==> config.mk <==
export PLATFORM = sky130hd
export DESIGN_NAME = key_event_gen
export DESIGN_NICKNAME = d
export VERILOG_FILES = /design/src/rtl/key_event_pkg.sv /design/src/rtl/ms_tick_gen.sv /design/src/rtl/key_event_gen.sv
export SDC_FILE = /design/constraint.sdc
export NUM_CORES = 1
export LEC_CHECK = 0
export CAP_MARGIN = 10
export CELL_PAD_IN_SITES_DETAIL_PLACEMENT = 1
export CELL_PAD_IN_SITES_GLOBAL_PLACEMENT = 1
export CORE_MARGIN = 2
export CORE_UTILIZATION = 43
export CTS_BUF_LIST = sky130_fd_sc_hd__clkbuf_4
export DETAILED_ROUTE_END_ITERATION = 7
export PLACE_DENSITY = 0.76
export SLEW_MARGIN = 25
export SYNTH_ARGS = -nofsm -noshare
export SYNTH_HDL_FRONTEND = slang
export SYNTH_HIERARCHICAL = 1
export SYNTH_SLANG_ARGS = --single-unit
==> constraint.sdc <==
create_clock -name clk -period 2.5 [get_ports clk]
set_input_delay 0.375 -clock clk [delete_from_list [all_inputs] [get_ports clk]]
set_output_delay 0.375 -clock clk [all_outputs]
set_load 0.02 [all_outputs]
==> src/rtl/key_event_pkg.sv <==
// Shared constants for the button-handling blocks: FSM state codes and
// default timing values used by the debouncer and the key event generator.
package key_event_pkg;

  localparam logic [1:0] ST_IDLE    = 2'd0;
  localparam logic [1:0] ST_PRESSED = 2'd1;
  localparam logic [1:0] ST_LONG    = 2'd2;

  // 100 MHz system clock, 1 ms tick, 1 s long press, 200 ms repeat
  localparam int DEF_CLK_DIV   = 100000;
  localparam int DEF_DIV_W     = 17;
  localparam int DEF_LONG_MS   = 1000;
  localparam int DEF_REPEAT_MS = 200;
  localparam int DEF_CNT_W     = 11;

  typedef enum logic [1:0] {
    S_IDLE    = ST_IDLE,
    S_PRESSED = ST_PRESSED,
    S_LONG    = ST_LONG,
    S_SPARE   = 2'd3
  } state_t;

endpackage

==> src/rtl/ms_tick_gen.sv <==
// Millisecond prescaler: counts 0..CLK_DIV-1 and flags the wrap cycle.
// A synchronous clear restarts the count so ms timing can be aligned
// to an external event.
module ms_tick_gen
  import key_event_pkg::*;
#(
  parameter int CLK_DIV = DEF_CLK_DIV,
  parameter int DIV_W   = DEF_DIV_W
) (
  input  logic clk,
  input  logic rst,
  input  logic clr,
  output logic tick
);

  localparam logic [DIV_W-1:0] DIV_LAST = DIV_W'(CLK_DIV - 1);

  logic [DIV_W-1:0] div_cnt;

  // tick is high in the last cycle of each CLK_DIV-long period
  assign tick = (div_cnt == DIV_LAST);

  // free-running prescaler with synchronous clear
  always_ff @(posedge clk) begin
    if (!rst) begin
      div_cnt <= '0;
    end else if (clr || (div_cnt == DIV_LAST)) begin
      div_cnt <= '0;
    end else begin
      div_cnt <= div_cnt + 1'b1;
    end
  end

endmodule

==> src/rtl/key_event_gen.sv <==
// Key event generator: turns the debounced button level into single-cycle
// press / release / short / long / auto-repeat events plus a holding level.
module key_event_gen
  import key_event_pkg::*;
#(
  parameter int CLK_DIV   = DEF_CLK_DIV,
  parameter int DIV_W     = DEF_DIV_W,
  parameter int LONG_MS   = DEF_LONG_MS,
  parameter int REPEAT_MS = DEF_REPEAT_MS,
  parameter int CNT_W     = DEF_CNT_W
) (
  input  logic clk,
  input  logic rst,
  input  logic btn_lvl,
  output logic press_pulse,
  output logic release_pulse,
  output logic short_pulse,
  output logic long_pulse,
  output logic repeat_pulse,
  output logic holding
);

  localparam logic [CNT_W-1:0] LONG_LAST   = CNT_W'(LONG_MS - 1);
  localparam logic [CNT_W-1:0] REPEAT_LAST = CNT_W'(REPEAT_MS - 1);

  logic             s1;
  logic             s2;
  logic             s_prev;
  logic             rise;
  logic             fall;
  logic             tick;
  logic             tick_clr;
  logic [CNT_W-1:0] ms_cnt;
  state_t           state;

  // bring the asynchronous level into the clk domain and keep one cycle of history
  always_ff @(posedge clk) begin
    if (!rst) begin
      s1     <= 1'b0;
      s2     <= 1'b0;
      s_prev <= 1'b0;
    end else begin
      s1     <= btn_lvl;
      s2     <= s1;
      s_prev <= s2;
    end
  end

  assign rise = s2 & ~s_prev;
  assign fall = ~s2 & s_prev;

  // restarting the prescaler at the press makes every ms boundary
  // an exact multiple of CLK_DIV cycles after press_pulse
  assign tick_clr = (state == S_IDLE) && rise;

  ms_tick_gen #(
    .CLK_DIV (CLK_DIV),
    .DIV_W   (DIV_W)
  ) u_ms_tick (
    .clk  (clk),
    .rst  (rst),
    .clr  (tick_clr),
    .tick (tick)
  );

  // event FSM; release always beats a coincident long/repeat threshold
  always_ff @(posedge clk) begin
    if (!rst) begin
      state         <= S_IDLE;
      ms_cnt        <= '0;
      press_pulse   <= 1'b0;
      release_pulse <= 1'b0;
      short_pulse   <= 1'b0;
      long_pulse    <= 1'b0;
      repeat_pulse  <= 1'b0;
      holding       <= 1'b0;
    end else begin
      press_pulse   <= 1'b0;
      release_pulse <= 1'b0;
      short_pulse   <= 1'b0;
      long_pulse    <= 1'b0;
      repeat_pulse  <= 1'b0;
      case (state)
        S_IDLE: begin
          holding <= 1'b0;
          if (rise) begin
            press_pulse <= 1'b1;
            holding     <= 1'b1;
            ms_cnt      <= '0;
            state       <= S_PRESSED;
          end
        end
        S_PRESSED: begin
          holding <= 1'b1;
          if (fall) begin
            release_pulse <= 1'b1;
            short_pulse   <= 1'b1;
            holding       <= 1'b0;
            state         <= S_IDLE;
          end else if (tick) begin
            if (ms_cnt == LONG_LAST) begin
              long_pulse <= 1'b1;
              ms_cnt     <= '0;
              state      <= S_LONG;
            end else begin
              ms_cnt <= ms_cnt + 1'b1;
            end
          end
        end
        S_LONG: begin
          holding <= 1'b1;
          if (fall) begin
            release_pulse <= 1'b1;
            holding       <= 1'b0;
            state         <= S_IDLE;
          end else if (tick) begin
            if (ms_cnt == REPEAT_LAST) begin
              repeat_pulse <= 1'b1;
              ms_cnt       <= '0;
            end else begin
              ms_cnt <= ms_cnt + 1'b1;
            end
          end
        end
        default: begin
          holding <= 1'b0;
          ms_cnt  <= '0;
          state   <= S_IDLE;
        end
      endcase
    end
  end

endmodule

# Yosys cells after proc, flatten, opt, wreduce, memory -nomap -nowiden

Cells that the tools add are included.

Bits in registers: 39
Input port bits: 3
Word-level logic and storage cells: 67
Output and inout port bits: 6

Multiplexer cells: 20
Reductions and logical operators: 12
$add $sub $neg: 2
Equality and inequality tests: 13
Bitwise operators: 8

Operators by type and width:

| kind                    | count |
|---|---|
| $mux W11                | 7 |
| $pmux W11 S3            | 1 |
| $add A17 B1 Y17 const B | 1 |
| $eq A17 B17 Y1 const B  | 1 |
| $ne A2 B2 Y1 const B    | 6 |
| $add A11 B1 Y11 const B | 1 |
| $eq A11 B10 Y1 const B  | 1 |
| $eq A11 B8 Y1 const B   | 1 |
| $mux W2                 | 5 |
| $reduce_or A4 Y1        | 2 |
| $ne A3 B3 Y1 const B    | 2 |
| $not A1 Y1              | 6 |
| $pmux W2 S3             | 1 |
| $reduce_and A2 Y1       | 3 |
| $mux W1                 | 5 |
| $reduce_and A5 Y1       | 1 |
| $reduce_and A4 Y1       | 1 |
| $reduce_or A2 Y1        | 2 |
| $and A1 B1 Y1           | 2 |
| $eq A2 B1 Y1 const B    | 1 |
| $eq A2 B2 Y1 const B    | 1 |
| $logic_not A2 Y1        | 1 |
| $pmux W1 S2             | 1 |
| $logic_and A1 B1 Y1     | 1 |
| $logic_or A1 B1 Y1      | 1 |

# Logic depth before layout (Yosys ltp)

Word-level depth: 5
Gate-level depth with buffers: 8

# By module

Netlist, hierarchy kept.

Modules (own cells, without submodules):

| module        | cells an instance | times used | area each (µm²) |
|---|---|---|---|
| key_event_gen | 133               | 1          | 1092.3 |
| ms_tick_gen   | 86                | 1          | 789.5 |

# Worst setup path after synthesis

OpenSTA, ideal clock, no wires.

Path kind: reg-to-reg
From: register u_ms_tick.div_cnt[12]
To: register ms_cnt[9]
Slack: 158 ps
Data required time: 2426 ps
Data arrival time: 2268 ps
Stages on the path, launching flop included: 8
Setup time: 74 ps
Path through: dfxtp_1 or4b_1 nor4_2 a21boi_1 or2_0 buf_2 or4_1 a31oi_1

Longest elaborated chain between the ends: 3
Elaborated cells on any way between the ends: 4
Classes of those cells: eq/ne (3); reduce/logical (1)

Ends and longest elaborated chain:

| what                            | line                 | RTL |
|---|---|---|
| start, declared                 | ms_tick_gen.sv:18    | `logic [DIV_W-1:0] div_cnt;` |
| start signal, assigned          | ms_tick_gen.sv:30    | `div_cnt <= div_cnt + 1'b1;` |
| $eq A17 B17 Y1 (*)              | ms_tick_gen.sv:21    | `assign tick = (div_cnt == DIV_LAST);` |
| via tick                        | key_event_gen.sv:31  | `logic tick;` |
| $ne A2 B2 Y1 (no line)          | n/a                  |  |
| $reduce_and A5 Y1 (no line) (*) | n/a                  |  |
| end signal, assigned            | key_event_gen.sv:106 | `ms_cnt <= ms_cnt + 1'b1;` |
| end signal, assigned            | key_event_gen.sv:121 | `ms_cnt <= ms_cnt + 1'b1;` |
| end, declared                   | key_event_gen.sv:33  | `logic [CNT_W-1:0] ms_cnt;` |

Mark *: on every way through the listed nets, which the timed path passes. The rest lies on a longest branch.
A chain may end at the register's enable or synchronous reset.

# Worst setup path after layout

Same ends and word-level chain as after synthesis.

==> out/results.tsv <==
stage	metric	value	unit
cells_and_area	regArea	780.7	sq um
yosys	synth-seq-cells	39	
status	status	complete, no violations	
sta	tns	0	ps
global_routing	grt_max_degree	18	
yosys	synth_area	1882	sq um
clock_network	clkTransAtPathRegs	120	ps
yosys	synth_edf_count	0	
worst_setup_path	ff2ff_path_depth	6	
cells_and_area	fillers	535	
cells_and_area	area_growth	13.63	%
global_routing	grt_pass1_wl	7.617	mm
floorplanning	fp.dieW	70.16	microns
sta	hold_viol	0	
floorplanning	core-area	4294	sq um
yosys	async_flop_share	0	%
cells_and_area	multi_input_area	1031	sq um
worst_setup_path	r2r-start	u_ms_tick/div_cnt[12]	
yosys	postSynthAreaPerCell	8.593	sq um
cells_and_area	largest_reg_flops	17	
pwr	ir_drop	0.0003477	V
clock_network	insertion_delay	360	ps
clock_network	clockBufferDepth	2	
worst_setup_path	crit_path_top_delay_cell	or4b_1	
yosys	synth_ff_type	dfxtp_1	
cells_and_area	biggestRegsByFlops	u_ms_tick/div_cnt: 17 flops, ms_cnt: 11 flops, state: 2 flops	
hold_path	worstHoldStart	s1	
routing	vias	1625	
worst_setup_path	crit_path_cell_trace	or4b_1 > nor4_4 > a21boi_1 > or2_0 > or4_1 > a31oi_1	
worst_setup_path	path_class	reg -> reg	
global_routing	grtUsageMet1	24.01	%
global_routing	grt_use_met3	3.896	%
sta	fmax	429.0	MHz
global_routing	grt_overflow	0	
cells_and_area	antenna_cells	0	
cells_and_area	layout_common_cells	dfxtp_1 (39), nor2_1 (27), nand2_1 (19), nand3_1 (15), buf_4 (10)	
floorplanning	num_rows	24	
sta	finalWorstPathRequiredPeriod	2331	ps
routing	first_iter_violations	58	
yosys	ys_warn_count	6	
yosys	yosys.area.top_type	dfxtp_1	
placement	place.gp.congestion	0.8124	
placement	place_ws	138.4	ps
clock_network	cts_max_level	2	
sta	post-route-period-util	93.24	%
global_routing	busiest_layer	met2	
sta	worst_slew_pin_slew	396.6	ps
floorplanning	dieArea	4922	sq um
cells_and_area	layout_commonest_cell	dfxtp_1	
yosys	netlist.area_leader.share	41.49	%
global_routing	grt_usage	19.38	%
floorplanning	io_pins	9	
pwr	p_per_area	610.4	nW/um^2
hold_path	hp-class	reg -> reg	
routing	ant_nets	0	
pwr	power_leakage	0.7966	nW
routing	drt-wirelength-per-cell	14.47	microns
yosys	netlist_top_cells_area	dfxtp_1 (41%), nor2_1 (5.4%), ha_1 (4.0%), nand3_1 (4.0%), nand2_1 (3.8%)	
worst_setup_path	r2r-end	ms_cnt[9]	
clock_network	cts-buffers-inserted	5	
worst_setup_path	worstPathArrival	2620	ps
routing	drc	0	
placement	port_buffers	8	
yosys	netlist_instances	219	
yosys	synth_seq_area_share	41.49	%
floorplanning	fp.dieH	70.16	microns
cells_and_area	stdcell_count	291	
placement	placed_cells_incl_taps	282	
worst_setup_path	startpoint_type	flip-flop	
yosys	netlist-cell-type-count	47	
clock_network	cts_root_buf	clkbuf_4	
cells_and_area	top_register	u_ms_tick/div_cnt	
routing	viasPerCell	5.584	
sta	setup_viol	0	
floorplanning	start_util	43.82	%
global_routing	grt_use_met2	33.23	%
worst_setup_path	critPathMaxFanout	4	
yosys	syn-num-nets	228	
worst_setup_path	ff2ff_setup_slack	170	ps
cells_and_area	fin_nets	247	
placement	dp_hpwl	3.129	mm
worst_setup_path	critPathCapture	ms_cnt[9]	
worst_setup_path	slowest_delay	580	ps
routing	drt_pass1_iterations	4	
sta	fin_ws	169.0	ps
clock_network	cts_tree	done	
worst_setup_path	critical_path.startpoint	u_ms_tick/div_cnt[12]	
sta	slew_violations	0	
cells_and_area	drive_above_1_share	9.623	%
worst_setup_path	setup.worst_path.end_class	flip-flop	
global_routing	antenna_found_initial	0	
sta	timing.slew.headroom	73.36	%
sta	clock-skew-final	9.697	ps
run	maxCapViolations	0	
clock_network	clkSinkCount	39	
global_routing	grt_pass1_vias	1661	
worst_setup_path	crit_required	2790	ps
sta	hold_ws	446.9	ps
routing	wl	4.211	mm
==> synthesized netlist by cell type (2+ instances only) <==
master	instances
a21oi_1	7
a22o_1	4
a31oi_1	5
and2_1	5
and3_1	5
and4_1	2
buf_2	2
clkbuf_1	2
dfxtp_1	39
ha_1	6
inv_1	8
nand2_1	19
nand2b_1	2
nand3_1	15
nand4_1	5
nor2_1	27
nor2b_1	4
nor3_1	9
nor4_1	3
o21ai_0	5
o21ai_1	4
or3_1	3
or4_1	2
or4b_1	2
xnor2_1	8
xor2_1	5
==> repair_timing <==
item / in CTS / in global routing
endpoints found under the setup margin: 0 / 1
hold buffers: 0 / 0
resized for setup: 0 / 1
setup buffers: 0 / 1
==> critical path, delay by kind of cell (launching register included) <==
kind            cells  cell delay, ps
compound gates      2             310
flops               1             360
simple gates        4            1610
==> report_power, final <==
part | internal, mW | leakage [nW] | switching (mW)
Sequential | 0.640 | 0.316 | 0.0130
Clock | 0.206 | 0.0426 | 0.214
Combinational | 0.0931 | 0.438 | 0.140
==> worst min path at each step <==
stage                     cells after the start  to
final                                         1  s2
after global routing                          1  s2
after CTS                                     1  s2
after detailed placement                      1  s2
after global placement                        1  s2
after floorplan                               1  s2
==> kinds of logic after synthesis <==
kind of cell | Yosys count | synth area share, %
and+or+nand+nor | 112 | 31.58
DFF | 39 | 41.49
AOI/OAI and AO/OA | 34 | 12.17
buffers and inverters | 14 | 4.189
xor gates and xnor gates | 13 | 6.051
adders and majority gates | 6 | 3.989
muxes | 1 | 0.5319
==> final cells by class <==
type	instances	area share [%]
clock buffer	5	1.755
clock inverter	3	1.814
inverter	8	1.404
multi-input combinational	166	48.22
sequential	39	36.51
tap	52	3.043
timing repair buffer	18	7.256
==> per-layer routing <==
layer	up-vias	part of all wire, %
met1	782	46
li1	823	-
met2	13	49
met4	0	1.8
met5	-	0
met3	7	2.3
==> stage by stage <==
stage | util [%] | instance area, sq um | power, mW
3_3_place_gp | 47.64 | 2046 | 0.8940
4_1_cts | 49.42 | 2122 | 1.326
6_report | 49.80 | 2138 | 1.305
5_1_grt | 49.80 | 2138 | 1.378
2_1_floorplan | - | 1882 | 0.8336
3_5_place_dp | 47.64 | 2046 | 0.8994
(Power assumes the default switching activity.)
